[config.mk]
export PLATFORM = sky130hd
export DESIGN_NAME = ex_stage
export DESIGN_NICKNAME = d
export VERILOG_FILES = /design/src/rtl/ex_stage.sv
export SDC_FILE = /design/constraint.sdc
export NUM_CORES = 1
export LEC_CHECK = 0
export ABC_CLOCK_PERIOD_IN_PS = 11300
export BUFFER_PORTS_ARGS = -buffer_cell sky130_fd_sc_hd__buf_2
export CAP_MARGIN = 20
export CORE_MARGIN = 5
export CORE_UTILIZATION = 51
export CTS_CLUSTER_SIZE = 14
export DETAILED_ROUTE_END_ITERATION = 12
export GPL_TIMING_DRIVEN = 0
export HOLD_SLACK_MARGIN = 0.15
export PLACE_DENSITY = 0.74
export SYNTH_ARGS = -nofsm -noshare
export SYNTH_HDL_FRONTEND = slang
export SYNTH_SLANG_ARGS = --single-unit
[constraint.sdc]
create_clock -name clock -period 11.3 [get_ports clock]
set_input_delay 1.695 -clock clock [delete_from_list [all_inputs] [get_ports clock]]
set_output_delay 1.695 -clock clock [all_outputs]
set_load 0.02 [all_outputs]
[src/rtl/ex_stage.sv]
// ex_stage: execute stage of the 5-stage pipeline.
//   Takes the registered ID/EX fields, applies operand forwarding, runs a
//   single-cycle ALU or an iterative unsigned MULT into HI/LO, and registers
//   the EX/MEM fields. While a multi-cycle op runs, stall holds PC, IF/ID and
//   ID/EX, and EX/MEM receives bubbles.
//
// Build option:
//   EX_DIVIDER_EN  when defined, aluOp 4'b1011 is an iterative restoring DIVU
//                  (LO = quotient, HI = remainder); otherwise 4'b1011 is an
//                  unknown code (result 0, no stall).
//
// Ports:
//   clock, reset          clock; synchronous active-high reset
//   aluOp, regDst, aluSrc ID/EX control fields
//   WB, M                 write-back / memory controls, passed through
//   rs, rt, rd            register numbers (rs is consumed by the forwarding unit upstream)
//   pcPlus4               passed through to exMemPcPlus4
//   data1, data2          register file read data
//   immediate             sign-extended immediate
//   fwdA, fwdB            00/11 regfile, 01 memWbResult, 10 exMemResult
//   exMemResult           forwarded EX/MEM result
//   memWbResult           forwarded MEM/WB result
//   stall                 combinational pipeline hold
//   exMem*                registered EX/MEM fields
//
// state | meaning
// IDLE  | accepting instructions; a MULT/DIVU here latches operands and stalls
// MUL   | one shift-add step per cycle, stalled, bubbles into EX/MEM
// DIV   | one restoring-divide step per cycle (divider builds only)
// DONE  | stall released; the MULT/DIVU still in ID/EX retires as a bubble

module ex_stage #(
    parameter int DATA_W  = 32,
    parameter int MUL_CYC = 32
) (
    input  logic              clock,
    input  logic              reset,
    input  logic [3:0]        aluOp,
    input  logic              regDst,
    input  logic              aluSrc,
    input  logic [1:0]        WB,
    input  logic [2:0]        M,
    input  logic [4:0]        rs,
    input  logic [4:0]        rt,
    input  logic [4:0]        rd,
    input  logic [DATA_W-1:0] pcPlus4,
    input  logic [DATA_W-1:0] data1,
    input  logic [DATA_W-1:0] data2,
    input  logic [DATA_W-1:0] immediate,
    input  logic [1:0]        fwdA,
    input  logic [1:0]        fwdB,
    input  logic [DATA_W-1:0] exMemResult,
    input  logic [DATA_W-1:0] memWbResult,
    output logic              stall,
    output logic [1:0]        exMemWB,
    output logic [2:0]        exMemM,
    output logic [DATA_W-1:0] exMemAluResult,
    output logic [DATA_W-1:0] exMemStoreData,
    output logic [4:0]        exMemWriteReg,
    output logic              exMemZero,
    output logic [DATA_W-1:0] exMemPcPlus4
);

    localparam logic [3:0] OP_AND  = 4'b0000;
    localparam logic [3:0] OP_OR   = 4'b0001;
    localparam logic [3:0] OP_ADD  = 4'b0010;
    localparam logic [3:0] OP_XOR  = 4'b0011;
    localparam logic [3:0] OP_SUB  = 4'b0110;
    localparam logic [3:0] OP_SLT  = 4'b0111;
    localparam logic [3:0] OP_MULT = 4'b1000;
    localparam logic [3:0] OP_MFHI = 4'b1001;
    localparam logic [3:0] OP_MFLO = 4'b1010;
    localparam logic [3:0] OP_NOR  = 4'b1100;
`ifdef EX_DIVIDER_EN
    localparam logic [3:0] OP_DIVU = 4'b1011;
`endif

    localparam int CNT_W = $clog2(MUL_CYC);

`ifdef EX_DIVIDER_EN
    typedef enum logic [1:0] {IDLE, MUL, DONE, DIV} state_t;
`else
    typedef enum logic [1:0] {IDLE, MUL, DONE} state_t;
`endif

    state_t              state;
    logic [CNT_W-1:0]    count;
    logic [DATA_W-1:0]   hi;
    logic [DATA_W-1:0]   lo;
    // mcand: multiplicand (MULT) or divisor (DIVU).
    // work:  {acc, multiplier} for MULT, {remainder, dividend/quotient} for DIVU.
    logic [DATA_W-1:0]   mcand;
    logic [2*DATA_W-1:0] work;

    logic [DATA_W-1:0]   op_a;
    logic [DATA_W-1:0]   op_b;
    logic [DATA_W-1:0]   store_data;
    logic [DATA_W-1:0]   alu_result;
    logic                is_mult;
    logic                is_div;
    logic                ex_load;
    logic [DATA_W:0]     mul_sum;
    logic [2*DATA_W-1:0] mul_next;
    logic                last_step;

    logic                unused_rs;
    assign unused_rs = ^rs;

    always_comb begin
        case (fwdA)
            2'b01:   op_a = memWbResult;
            2'b10:   op_a = exMemResult;
            default: op_a = data1;
        endcase
        case (fwdB)
            2'b01:   store_data = memWbResult;
            2'b10:   store_data = exMemResult;
            default: store_data = data2;
        endcase
        op_b = aluSrc ? immediate : store_data;
    end

    always_comb begin
        case (aluOp)
            OP_AND:  alu_result = op_a & op_b;
            OP_OR:   alu_result = op_a | op_b;
            OP_XOR:  alu_result = op_a ^ op_b;
            OP_NOR:  alu_result = ~(op_a | op_b);
            OP_ADD:  alu_result = op_a + op_b;
            OP_SUB:  alu_result = op_a - op_b;
            OP_SLT:  alu_result = ($signed(op_a) < $signed(op_b)) ? DATA_W'(1) : '0;
            OP_MFHI: alu_result = hi;
            OP_MFLO: alu_result = lo;
            default: alu_result = '0;
        endcase
    end

    assign is_mult = (aluOp == OP_MULT);
`ifdef EX_DIVIDER_EN
    assign is_div  = (aluOp == OP_DIVU);
`else
    assign is_div  = 1'b0;
`endif

    // Reset masks stall so the pipeline is released in the cycle reset is sampled.
    always_comb begin
        stall = 1'b0;
        if (!reset) begin
            case (state)
                IDLE:    stall = is_mult | is_div;
                MUL:     stall = 1'b1;
`ifdef EX_DIVIDER_EN
                DIV:     stall = 1'b1;
`endif
                default: stall = 1'b0;
            endcase
        end
    end

    // Only an IDLE cycle with a single-cycle op writes real data into EX/MEM.
    assign ex_load = (state == IDLE) && !is_mult && !is_div;

    // Shift-add: add multiplicand to the upper half when the multiplier LSB is set,
    // then shift the whole {acc, multiplier} pair right by one.
    assign mul_sum  = {1'b0, work[2*DATA_W-1:DATA_W]} + {1'b0, (work[0] ? mcand : '0)};
    assign mul_next = {mul_sum, work[DATA_W-1:1]};

    assign last_step = (count == CNT_W'(MUL_CYC - 1));

`ifdef EX_DIVIDER_EN
    logic [DATA_W:0]     div_shift;
    logic [DATA_W:0]     div_diff;
    logic [2*DATA_W-1:0] div_next;

    // Restoring step: shift the next dividend bit into the remainder and subtract
    // the divisor if it fits. A zero divisor always "fits", which yields an
    // all-ones quotient and remainder = dividend without any special case.
    assign div_shift = {work[2*DATA_W-1:DATA_W], work[DATA_W-1]};
    assign div_diff  = div_shift - {1'b0, mcand};
    assign div_next  = div_diff[DATA_W]
                     ? {div_shift[DATA_W-1:0], work[DATA_W-2:0], 1'b0}
                     : {div_diff[DATA_W-1:0],  work[DATA_W-2:0], 1'b1};
`endif

    always_ff @(posedge clock) begin
        if (reset) begin
            state <= IDLE;
            count <= '0;
            hi    <= '0;
            lo    <= '0;
            mcand <= '0;
            work  <= '0;
        end else begin
            case (state)
                IDLE: begin
                    if (is_mult) begin
                        mcand <= op_a;
                        work  <= {{DATA_W{1'b0}}, op_b};
                        count <= '0;
                        state <= MUL;
                    end
`ifdef EX_DIVIDER_EN
                    else if (is_div) begin
                        mcand <= op_b;
                        work  <= {{DATA_W{1'b0}}, op_a};
                        count <= '0;
                        state <= DIV;
                    end
`endif
                end
                MUL: begin
                    work  <= mul_next;
                    count <= count + 1'b1;
                    if (last_step) begin
                        {hi, lo} <= mul_next;
                        state    <= DONE;
                    end
                end
`ifdef EX_DIVIDER_EN
                DIV: begin
                    work  <= div_next;
                    count <= count + 1'b1;
                    if (last_step) begin
                        {hi, lo} <= div_next;
                        state    <= DONE;
                    end
                end
`endif
                DONE:    state <= IDLE;
                default: state <= IDLE;
            endcase
        end
    end

    always_ff @(posedge clock) begin
        if (reset || !ex_load) begin
            exMemWB        <= '0;
            exMemM         <= '0;
            exMemAluResult <= '0;
            exMemStoreData <= '0;
            exMemWriteReg  <= '0;
            exMemZero      <= 1'b0;
            exMemPcPlus4   <= '0;
        end else begin
            exMemWB        <= WB;
            exMemM         <= M;
            exMemAluResult <= alu_result;
            exMemStoreData <= store_data;
            exMemWriteReg  <= regDst ? rd : rt;
            exMemZero      <= (alu_result == '0);
            exMemPcPlus4   <= pcPlus4;
        end
    end

endmodule

---- Yosys cells after proc, flatten, opt, wreduce, memory -nomap -nowiden ----
Cells that the tools add are included.
storage, ports and cells
  flip-flop bits (word level) ............. 274
  bits of input ports ..................... 224
  output and inout bits ................... 108
  logic and storage cells ................. 67
cells by class
  $add $sub $neg .......................... 4
  order comparisons ....................... 1
  equal/unequal tests ..................... 17
  muxes and demuxes ....................... 16
  bitwise gates (word level) .............. 4
  reductions and logical operators ........ 12
operators with widths
  cell                 count
  $pmux 32 s9          1
  $pmux 32 s2          2
  $pmux 64 s2          1
  $mux 32              2
  $mux 64              1
  $add 32x32->33       1
  $add 32x32->32       1
  $and 32x32->32       1
  $logic_not 32->1     1
  $lt 32x32->1         1
  $not 32->32          1
  $or 32x32->32        1
  $sub 32x32->32       1
  $xor 32x32->32       1
  $eq 4x4->1 const B   4
  $mux 5               2
  $pmux 5 s2           1
  $eq 4x2->1 const B   2
  $eq 4x3->1 const B   2
  $reduce_and 2->1     4
  $eq 2x1->1 const B   3
  $add 5x1->5 const B  1
  $eq 5x5->1 const B   1
  $eq 2x2->1 const B   2
  other kinds (12)     16

---- Depth between registers and ports, before layout ----
  depth after elaboration ................. 7
  depth in mapped cells ................... 22
  gate-level depth less buffers ........... 20

---- Least setup slack after synthesis ----
Ideal clock, no wire load.
  path type ............................... input to register
  from .................................... input port fwdB[0]
  to ...................................... register exMemZero
  setup time .............................. 116 ps
  arrival time ............................ 5,904 ps
  required time ........................... 11,184 ps
  path slack .............................. 5,280 ps
  stages .................................. 20
  path buffers ............................ 2
  cells stage by stage .................... inv_1 > ha_1 > clkbuf_1 > clkbuf_1 > a21oi_1 > o21ai_0 > ha_1 > inv_1 > fa_1 > nor2b_2 > o311a_4 > o41ai_4 > o311a_4 > a2bb2oi_4 > nand2_1 > o311a_1 > o32a_1 > and3_1 > and4_1 > and4_1
between the ends
  word-level cells in the longest chain between the ends .. 7
  elaborated cells on any way between the ends .. 14
  those cells by class .................... add/sub: 2; order compare: 1; eq/ne: 2; mux: 4; bitwise: 4; reduce/logical: 1
RTL lines
  element                                               line           source
  start: declaration                                    51             input logic [1:0] fwdB,
  $eq 2x2->1 / $eq 2x1->1 (equally long branches)       115            case (fwdB)
  $pmux 32 s2 *                                         115
  $mux 32 *                                             120            op_b = aluSrc ? immediate : store_data;
  $lt 32x32->1 / $or 32x32->32 (equally long branches)  131, 126, 128
  $mux 1 / $not 32->32 (equally long branches)          131, 128
  $pmux 32 s9 *                                         124            case (aluOp)
  $logic_not 32->1 *                                    250            exMemZero <= (alu_result == '0);
  end signal: assignment                                250
  end: declaration                                      60             output logic exMemZero,
Mark *: on every way between the ends. The rest lies on a longest branch, timed or not.
A chain may end at the register's enable or synchronous reset.

---- Final worst setup path ----
Ends and elaborated chain as after synthesis.

==> results.py <==
metrics = {
    "timing": {
        "rsz0062_at_grt": "no",
        "worst_pin_slew_ns": 1.170,
        "setup_ws_ns": 4.071,
        "slew_headroom_pct": 21.20,
        "slew_viol_final": 0,
        "finalHoldViolations": 0,
        "setup_viol_count_final": 0,
        "fin_tns_setup_ns": 0,
        "max_freq_mhz": 138.3,
        "finalCriticalPeriod_ns": 7.229,
        "fin_crit_sh_pct": 63.97,
        "skew_ns": 0.03320,
    },
    "floorplanning": {
        "core_sq_um": 36520,
        "fp.dieW_um": 201.9,
        "dieArea_sq_um": 40770,
        "start_util_pct": 51.43,
        "die_h_um": 201.9,
        "row_count": 70,
        "pin_count": 332,
    },
    "global_route": {
        "first_global_vias": 19680,
        "use_met2_pct": 56.73,
        "met3_usage_pct": 7.123,
        "gr-total-overflow": 0,
        "grt_usage_pct": 36.45,
        "use_met1_pct": 51.14,
        "grt_busiest_layer": "met2",
        "grt_pass1_wl_mm": 117.5,
        "antenna_found_initial": 0,
        "grt_max_degree": 18,
    },
    "detailed_routing": {
        "drc": 0,
        "wl_per_cell_um": 23.24,
        "ant_nets": 0,
        "wl_mm": 78.72,
        "firstDrtPassIters": 6,
        "vias": 21180,
        "viasPerCell": 6.253,
        "first_iter_violations": 2399,
    },
    "synth": {
        "syn-cell-area_sq_um": 18780,
        "yosysSeqAreaShare_pct": 29.20,
        "synth_flop_cell": "dfxtp_1",
        "synth_cells": 2539,
        "synth_edf_count": 0,
        "synth.ff_latch_count": 274,
        "synth_nets": 2900,
        "ys_types": 96,
        "ys_warn_count": 0,
        "synthArstFlopShare_pct": 0,
        "syn-mean-instance-area_sq_um": 7.398,
    },
    "placed_design": {
        "io_buffers": 322,
        "place_hpwl_mm": 63.27,
        "gp_congestion": 1.022,
        "dp_slack_ns": 3.681,
    },
    "cts": {
        "hold_buffers": 0,
        "clk_pin_slew_ns": 0.06,
        "cts_buffer_depth": 3,
        "cts_resized": 0,
        "cts_tree": "done",
        "cts-htree-levels": 1,
        "clock_sink_count": 274,
        "insertion_delay_ns": 0.62,
        "cts_made_buffers": 30,
        "post_cts_buffers": 0,
        "cts-root-buf": "clkbuf_16",
    },
    "pwr": {
        "p_per_area_nw_per_um2": 135.7,
        "ir_drop_mv": 0.1301,
        "p_leak_nw": 9.532,
    },
    "worst_hold_path": {
        "hold_path.class": "register to register",
    },
    "critical_path": {
        "crit_top_cell": "clkbuf_1",
        "path_cells": "buf_2 > inv_1 > ha_1 > clkbuf_1 > clkbuf_1 > a21oi_1 > o21ai_0 > inv_1 > ha_1 > clkbuf_1 > nand2_1 > o21ai_0 > nor2_1 > a21oi_1 > a211oi_1 > o31ai_1 > nand3_1 > nand3_1 > mux2_2 > a221oi_1 > and4_1",
        "critPathRequiredTime_ns": 11.83,
        "crit_type": "input pin to register",
        "crit_path_end_kind": "register",
        "start_kind": "input pin",
        "crit_family": "compound AO/OA/AOI/OAI gates",
        "max_stage_delay_ns": 0.71,
        "critPathMaxFanout": 10,
        "crit_slowest_cell": "clkbuf_1",
        "arrival_ns": 7.76,
        "path_buf_inv": 6,
    },
    "status": {
        "status": "completed",
    },
    "job": {
        "cap_violations": 0,
    },
    "layout": {
        "postLayoutCoreUtil_pct": 60.33,
        "nets": 3259,
        "nFillCells": 3472,
        "final_common_cell": "buf_2",
        "final_cell_mix": "buf_2 (350), nand2_1 (334), nor2_1 (289), a21oi_1 (276), dfxtp_1 (274)",
        "drive_gt1_share_pct": 15.56,
        "area_growth_pct": 17.30,
    },
}
## final timing paths
kind,from,end,slack [ns],depth (start not counted)
worst max register to register,work[0]$_SDFFE_PP0P_,hi[31]$_SDFFE_PP0P_,6.77,14
worst min-delay path,mcand[19]$_SDFFE_PP0P_,mcand[19]$_SDFFE_PP0P_,0.45,2
worst min register to register,mcand[19]$_SDFFE_PP0P_,mcand[19]$_SDFFE_PP0P_,0.45,2
worst max-delay path,fwdB[0],exMemZero$_SDFF_PP0_,4.07,21
## metal layers
| metal | vias to the layer above | share of wire (%) |
|---|---|---|
| met4 | 0 | 3.7 |
| met1 | 10120 | 42 |
| li1 | 9732 | - |
| met3 | 159 | 11 |
| met2 | 1173 | 44 |
| met5 | - | 0 |
## layout make-up
class | instances | area [sq um] | area share [%]
timing repair buffer | 327 | 1639 | 7.439
multi-input combinational | 1962 | 12100 | 54.93
tap | 468 | 585.6 | 2.658
clock buffer | 37 | 827.0 | 3.754
antenna | 1 | 2.502 | 0.01136
inverter | 119 | 446.7 | 2.027
sequential | 274 | 5485 | 24.90
clock inverter | 15 | 188.9 | 0.8575
buffer | 184 | 754.5 | 3.424
## power by group
part / internal, mW / total (mW) / leakage (nW) / switching, mW
logic: 0.310 / 0.953 / 6.80 / 0.643
registers: 1.01 / 1.02 / 2.23 / 0.0120
clock network: 0.587 / 1.02 / 0.502 / 0.431
## kinds of logic (layout without fill, tap and decap cells)
kind of cell | count (synthesis) | in the layout | share of synthesized area [%]
and+or+nand+nor | 951 | 951 | 23.65
buffers and inverters | 303 | 682 | 6.395
DFF | 274 | 274 | 29.20
adders and majority gates | 137 | 137 | 9.246
other | 0 | 1 | 0
xor gates and xnor gates | 29 | 29 | 1.352
AOI/OAI and AO/OA | 811 | 811 | 28.33
muxes | 34 | 34 | 1.825
## registers in the layout, indices dropped and copies added (netlist names)
| register | flops |
|---|---|
| exMemAluResult | 32 |
| state | 2 |
| lo | 32 |
| hi | 32 |
| count | 5 |
| exMemZero | 1 |
| exMemWriteReg | 5 |
| exMemPcPlus4 | 32 |
| work | 64 |
| exMemStoreData | 32 |
| exMemM | 3 |
| mcand | 32 |
| exMemWB | 2 |
## worst min-delay path, delay by kind of cell (launching register included)
kind / cells / cell delay (ns)
AO/OA/AOI/OAI: 1 / 0.05
flip-flops: 1 / 0.30
AND/OR/NAND/NOR: 1 / 0.05
## cells in the mapped netlist (6+ instances only)
| library cell | count | area share (%) |
|---|---|---|
| and3_1 | 52 | 1.7 |
| xor2_1 | 13 | 0.61 |
| o211ai_1 | 13 | 0.52 |
| xnor2_1 | 16 | 0.75 |
| o211a_1 | 7 | 0.37 |
| nand2b_1 | 27 | 0.90 |
| ha_1 | 134 | 8.9 |
| inv_1 | 119 | 2.4 |
| or3_1 | 15 | 0.50 |
| buf_1 | 11 | 0.22 |
| buf_4 | 7 | 0.28 |
| nand4_1 | 12 | 0.40 |
| clkbuf_1 | 141 | 2.8 |
| a211o_1 | 6 | 0.28 |
| nand3_1 | 54 | 1.4 |
| dfxtp_1 | 274 | 29 |
| o31ai_1 | 14 | 0.56 |
| nor2b_1 | 18 | 0.60 |
| o21a_1 | 16 | 0.64 |
| or2_2 | 7 | 0.23 |
| and4_1 | 8 | 0.37 |
| nor4_1 | 11 | 0.37 |
| nor2_1 | 289 | 5.8 |
| o311ai_0 | 6 | 0.28 |
| a31oi_1 | 22 | 0.73 |
| a21o_1 | 25 | 1.0 |
| a211oi_1 | 51 | 2.0 |
| nor4bb_1 | 7 | 0.37 |
| a2111oi_0 | 8 | 0.37 |
| o22ai_1 | 8 | 0.27 |
| a21oi_1 | 276 | 7.4 |
| o21bai_1 | 11 | 0.44 |
| buf_2 | 24 | 0.64 |
| o221ai_1 | 8 | 0.37 |
| and2_1 | 54 | 1.8 |
| nand2_1 | 334 | 6.7 |
| a22o_1 | 18 | 0.84 |
| o21ai_0 | 141 | 3.8 |
| a22oi_1 | 102 | 4.1 |
| mux2i_1 | 32 | 1.7 |
| nor3_1 | 31 | 0.83 |
| a221oi_1 | 8 | 0.37 |
## per-stage QoR
stage               cell area [sq um]  power [mW]  hold WS, ns  cells
floorplan                       18780       1.631       0.4315   2539
global placement                20980       1.942       0.4386   3329
detailed placement              21000       1.952       0.4440   3331
CTS                             22010       2.963       0.4524   3383
global route                    22030       3.107       0.4696   3386
finish                          22030       2.990       0.4511   3387
Power figures use the tool's default switching activity.
